[config.mk]
export PLATFORM = sky130hd
export DESIGN_NAME = sr_flag_bank
export DESIGN_NICKNAME = d
export VERILOG_FILES = /design/src/rtl/sr_flag_bank.sv
export SDC_FILE = /design/constraint.sdc
export NUM_CORES = 1
export LEC_CHECK = 0
export ABC_AREA = 1
export CELL_PAD_IN_SITES_DETAIL_PLACEMENT = 0
export CELL_PAD_IN_SITES_GLOBAL_PLACEMENT = 1
export CORE_ASPECT_RATIO = 1.1
export CORE_MARGIN = 10
export CORE_UTILIZATION = 31
export CTS_BUF_LIST = sky130_fd_sc_hd__clkbuf_2 sky130_fd_sc_hd__clkbuf_4 sky130_fd_sc_hd__clkbuf_8
export CTS_CLUSTER_DIAMETER = 50
export DETAILED_ROUTE_END_ITERATION = 8
export GPL_ROUTABILITY_DRIVEN = 0
export PLACE_DENSITY = 0.84
export SLEW_MARGIN = 15
export SYNTH_ARGS = -nofsm -noshare
export SYNTH_HDL_FRONTEND = slang
export SYNTH_SLANG_ARGS = --single-unit
export TNS_END_PERCENT = 10
[constraint.sdc]
create_clock -name clock -period 2.6 [get_ports clock]
set_input_delay 0.52 -clock clock [delete_from_list [all_inputs] [get_ports clock]]
set_output_delay 0.52 -clock clock [all_outputs]
set_load 0.05 [all_outputs]
[src/rtl/sr_flag_bank.sv]
// ============================================================================
// Module   : sr_flag_bank
// Purpose  : Bank of independent set/reset flags with a selectable conflict
//            mode, bulk clear/preset, change strobes and first-rise capture.
// Revision : 1.0 - initial release
// ============================================================================
`default_nettype none

module sr_flag_bank #(
    parameter int               WIDTH = 8,
    parameter int               MODE  = 0,
    parameter logic [WIDTH-1:0] INIT  = '0,
    localparam int              IDXW  = (WIDTH > 1) ? $clog2(WIDTH) : 1
) (
    input  logic             clock,
    input  logic             resetBar,
    input  logic             tick,
    input  logic             clear,
    input  logic             preset,
    input  logic [WIDTH-1:0] s,
    input  logic [WIDTH-1:0] r,
    input  logic             ack,
    output logic [WIDTH-1:0] q,
    output logic [WIDTH-1:0] qBar,
    output logic [WIDTH-1:0] changed,
    output logic             anySet,
    output logic             firstValid,
    output logic [IDXW-1:0]  firstIndex
);

    logic [WIDTH-1:0] r_q;
    logic [WIDTH-1:0] r_changed;
    logic             r_first_valid;
    logic [IDXW-1:0]  r_first_index;

    logic [WIDTH-1:0] w_q_upd;
    logic [WIDTH-1:0] w_q_next;
    logic [WIDTH-1:0] w_rise;
    logic [IDXW-1:0]  w_low_idx;
    logic             w_capture;

    // Both-requests-high resolution; unknown modes fall back to reset-dominant.
    always_comb begin
        w_q_upd = r_q;
        for (int i = 0; i < WIDTH; i++) begin
            case ({s[i], r[i]})
                2'b10:   w_q_upd[i] = 1'b1;
                2'b01:   w_q_upd[i] = 1'b0;
                2'b11: begin
                    if (MODE == 1)
                        w_q_upd[i] = 1'b1;
                    else if (MODE == 2)
                        w_q_upd[i] = ~r_q[i];
                    else
                        w_q_upd[i] = 1'b0;
                end
                default: w_q_upd[i] = r_q[i];
            endcase
        end
    end

    always_comb begin
        if (clear)
            w_q_next = '0;
        else if (preset)
            w_q_next = '1;
        else if (tick)
            w_q_next = w_q_upd;
        else
            w_q_next = r_q;
    end

    assign w_rise = w_q_next & ~r_q;

    // Scan from the top so the lowest rising index wins.
    always_comb begin
        w_low_idx = '0;
        for (int i = WIDTH - 1; i >= 0; i--) begin
            if (w_rise[i])
                w_low_idx = IDXW'(i);
        end
    end

    assign w_capture = (!r_first_valid || ack) && (|w_rise);

    always_ff @(posedge clock or negedge resetBar) begin
        if (!resetBar) begin
            r_q           <= INIT;
            r_changed     <= '0;
            r_first_valid <= 1'b0;
            r_first_index <= '0;
        end else begin
            r_q       <= w_q_next;
            r_changed <= w_q_next ^ r_q;
            if (w_capture) begin
                r_first_valid <= 1'b1;
                r_first_index <= w_low_idx;
            end else if (ack) begin
                r_first_valid <= 1'b0;
            end
        end
    end

    assign q          = r_q;
    assign qBar       = ~r_q;
    assign changed    = r_changed;
    assign anySet     = |r_q;
    assign firstValid = r_first_valid;
    assign firstIndex = r_first_index;

endmodule

`default_nettype wire

# Word-level counts from Yosys, hierarchy flattened
# Index checks and enable logic that the tools add are counted.
[totals]
input_bits = 22
wordCells = 66
reg_bits = 20
[classes]
reduce_logical = 14
bitwise_logic = 3
mux = 21
eq_ne = 24
[op_table]
columns = ["cell", "n"]
rows = [
  ["== test 2 bit, second input constant", 16],
  ["2-to-1 mux 3 bit", 8],
  ["2-to-1 mux 8 bit", 3],
  ["== test 2 x 1 -> 1 bit, second input constant", 8],
  ["case mux 1 bit (2 select lines)", 8],
  ["OR reduction 2 bit", 8],
  ["OR reduction 8 bit", 2],
  ["AND 8 bit", 1],
  ["inverter 8 bit", 1],
  ["XOR 8 bit", 1],
  ["2-to-1 mux 1 bit", 2],
  ["nonzero test 2 bit", 1],
  ["logical AND 1 bit", 1],
  ["zero test 1 bit", 1],
  ["logical OR 1 bit", 1],
]

# Logic depth before layout (Yosys ltp)
# Gate-level depths: netlist (run 1).
[logic_depth]
word_depth = 15
ltp_mapped = 14
depth_no_buf = 13

# Worst setup path before layout (run 1)
# Ideal clock, no wire load.
[synth_timing]
path_kind = "register to register"
startpoint = "register r_q[3] (netlist: q[3])"
endpoint = "register r_first_index[0] (netlist: firstIndex[0])"
arrival_time_ns = 2.057
setup_slack_ns = 0.476
setup_ns = 0.066
stages_incl_launch_ff = 11
required_ns = 2.534
cell_sequence = "dfrtp_1 inv_1 a22o_1 a21oi_1 ha_1 nor2_1 nand2_1 nand2_1 a21oi_1 nand2_1 nand2_1"
[synth_via]
word_cells_on_any_way = 12
classes_between = "8 x mux; 2 x bitwise; 2 x reduce/logical"
[synth_rtl]
columns = ["item", "line_no", "rtl"]
rows = [
  ["start: declaration", "31", "logic [WIDTH-1:0] r_q;"],
  ["start signal: assignment", "93", "r_q <= w_q_next;"],
  ["inverter 8 bit (*)", "--", ""],
  ["net qBar[3]", "24", "output logic [WIDTH-1:0] qBar,"],
  ["AND 8 bit (*)", "73", "assign w_rise = w_q_next & ~r_q;"],
  ["2-to-1 mux 3 bit (4 in series)", "79", "if (w_rise[i])"],
  ["end signal: assignment", "97", "r_first_index <= w_low_idx;"],
  ["end: declaration", "34", "logic [IDXW-1:0] r_first_index;"],
]
# Mark *: on every way through the listed nets, which the timed path passes. The rest lies on a longest branch.
# A chain may end at the register's enable or synchronous reset.

# Worst setup path after layout (run 1)
[layout_timing]
startpoint = "register r_q[2] (netlist: q[2])"
endpoint = "output anySet"
[layout_via]
elab_chain_len = 1
[layout_lines]
columns = ["item", "line_no", "rtl"]
rows = [
  ["OR reduction 8 bit", "107", "assign anySet = |r_q;"],
  ["end: declaration", "26", "output logic anySet,"],
]
# Every way passes these cells.

==> results of run 1 <==
[worst max-delay path: stages, from the launching register on]
cell and delay (ns):
dfrtp_1 0.42, nor4_1 0.36, nand2_1 0.08, clkdlybuf4s50_1 0.72
[power breakdown]
part           internal [W]  total [W]  leakage (nW)  switching [W]
clock             0.0000853   0.000180        0.0210      0.0000945
sequential         0.000353   0.000373         0.242      0.0000204
combinational      0.000158   0.000452         0.527       0.000293
total              0.000596    0.00100         0.790       0.000408
[sequential cells by signal, summed over array words and instances (netlist names)]
name        flops
q               8
changed         8
firstValid      1
firstIndex      3
[per-stage QoR]
stage | utilization, % | cells | area (um2) | worst slack [ns] | hold slack [ns]
floorplan | - | 112 | 1010 | 0.476 | 0.224
global placement | 49.5 | 195 | 1530 | 0.238 | 0.498
detailed placement | 49.5 | 195 | 1530 | 0.199 | 0.508
CTS | 50.6 | 199 | 1570 | 0.193 | 0.537
global route | 50.6 | 199 | 1570 | 0.0774 | 0.560
finish | 50.6 | 199 | 1570 | 0.208 | 0.529
[per-layer routing]
layer | part of all wire (%) | wire (um) | vias up
li1 | - | - | 457
met1 | 38 | 1110 | 426
met2 | 51 | 1480 | 25
met3 | 8.5 | 246 | 4
met4 | 1.9 | 55 | 0
met5 | 0 | 0 | -
[logic make-up (layout without fill, tap and decap cells)]
kind of cell,after synthesis,in the layout
flip-flops,20,20
adder cells (fa/ha/maj),8,8
buffers and inverters,29,82
AND/OR/NAND/NOR,37,37
AO/OA/AOI/OAI,18,18
[layout make-up]
type                    count  area, um2
fillers                   299       1530
inverters                  26       97.6
clock buffers               4       36.3
multi-input cells          63        378
repair buffers             52        515
well taps                  34       42.5
flip-flops and latches     20        500
[placed cells by master (no fill, tap or decap), types with 3 or more instances in the layout]
cell type | synthesis | routed
a21oi_1 | 8 | 8
a22o_1 | 8 | 8
clkbuf_4 | 0 | 3
clkdlybuf4s50_1 | 0 | 50
dfrtp_1 | 20 | 20
ha_1 | 8 | 8
inv_1 | 26 | 26
nand2_1 | 25 | 25
nand3_1 | 4 | 4
nor2_1 | 4 | 4
[final timing paths]
path	end	slack, ns	cells after the start	start
max	anySet	0.21	3	q[2]$_DFF_PN0_
min	firstIndex[1]$_DFFE_PN0P_	0.53	2	firstIndex[1]$_DFFE_PN0P_
max reg2reg	firstIndex[0]$_DFFE_PN0P_	0.95	10	q[3]$_DFF_PN0_
min reg2reg	firstIndex[1]$_DFFE_PN0P_	0.53	2	firstIndex[1]$_DFFE_PN0P_
max in group asynchronous	q[0]$_DFF_PN0_	1.83	2	resetBar
min in group asynchronous	changed[6]$_DFF_PN0_	0.55	2	resetBar
==> results_dict.tcl, run 1 <==
set metrics [dict create \
    max_freq_mhz 418 \
    clock_skew_ns 0.00716 \
    drv_slew 0 \
    synth-main-ff-cell "dfrtp_1" \
    grt_remaining_overflow 0 \
    root_buffer "clkbuf_4" \
    via_per_inst 4.58 \
    yosys.area_share.simple_pct 15.2 \
    setup_violations 0 \
    numPortBuffers 50 \
    synthCells 112 \
    pin_count 51 \
    syn_area_mm2 0.00101 \
    first_pass_iters 5 \
    grt_pass1_wl_mm 4.77 \
    ir_drop_uv 218 \
    cp-start-kind "flip-flop" \
    num_rows 21 \
    ys_async_sr_fraction_pct 100 \
    synthTopCellsByArea "dfrtp_1 50%, ha_1 9.9%, inv_1 9.7%" \
    top_usage_layer "met2" \
    drive_gt1_share_pct 5.45 \
    antenna_found_initial 0 \
    final.period_utilization_pct 92.0 \
    period_minus_slack_ns 2.39 \
    cts_resized 0 \
    timing.critical_path.required_ns 2.08 \
    use_met1_pct 11.2 \
    clk_pin_slew_ns 0.11 \
    synth-seq-area-share_pct 49.5 \
    tightest_slew_ns 0.530 \
    numCtsBuffers 3 \
    die_w_um 74.5 \
    netlist_top_cells_count "26 x inv_1, 25 x nand2_1, 20 x dfrtp_1" \
    grtUsageMet2_pct 16.9 \
    syn-num-nets 142 \
    dp_hpwl_mm 2.39 \
    cts-hold-fix-buffers 0 \
    synth_xor_area_share_pct 0 \
    synthAdderAreaFrac_pct 9.90 \
    worst-setup-path-type "flip-flop to primary output" \
    syn_area_per_cell_um2 9.03 \
    synth_most_common_cell "inv_1" \
    final_nets 196 \
    yosys_warnings 0 \
    wire_per_inst_um 14.5 \
    ys_ff_latch 20 \
    status "finished clean" \
    cap_violations 0 \
    synth_top_family_by_area "simple AND/OR/NAND/NOR gates" \
    syn_to_final_growth_pct 55.3 \
    synth_edf_count 0 \
    antenna_cells 0 \
    worstHoldPathType "flip-flop to flip-flop" \
    grt_use_met3_pct 2.99 \
    powerDensity_mw_per_mm2 640 \
    final_hold_viol_count 0 \
    die_y_um 79.9 \
    final_antenna_net_count 0 \
    synthMuxAreaShare_pct 0 \
    rsz0062_at_grt "no" \
    design.die.area_mm2 0.00595 \
    crit_fanout 3 \
    synth_cell_type_count 15 \
    power.leakage_nw 0.790 \
    dr_total_vias 912 \
    synth_top_area_share_pct 49.5 \
    crit_path_end_kind "primary output" \
    drc_errors 0 \
    slew_headroom_pct 64.6 \
    insertion_delay_ns 0.30 \
    grt_max_degree 21 \
    postCtsSetupBuffers 0 \
    synth_compound_area_share_pct 12.3 \
    grt_usage_pct 10.1 \
    drt-initial-drc-count 28 \
    start_util_pct 32.6 \
    cts_sinks 20 \
    power_w 0.00100 \
    synth_top_area_cell "dfrtp_1" \
    setup_tns_ns 0 \
    htree_levels 1 \
    arrival_ns 1.87 \
    design.core.area_mm2 0.00310 \
    drt_wl_total_mm 2.89 \
    grt_pass1_vias 1007 \
    cts_buffer_depth 2 \
    cts_tree "yes" \
]
No activity file was read; power rests on OpenSTA's default activity.
==> run 2, diff against run 1 <==
Settings changed: SKIP_CTS_REPAIR_TIMING set to 1.
==> results of run 2 <==
No change in the layout: final DEF, timing and power equal those of run 1.
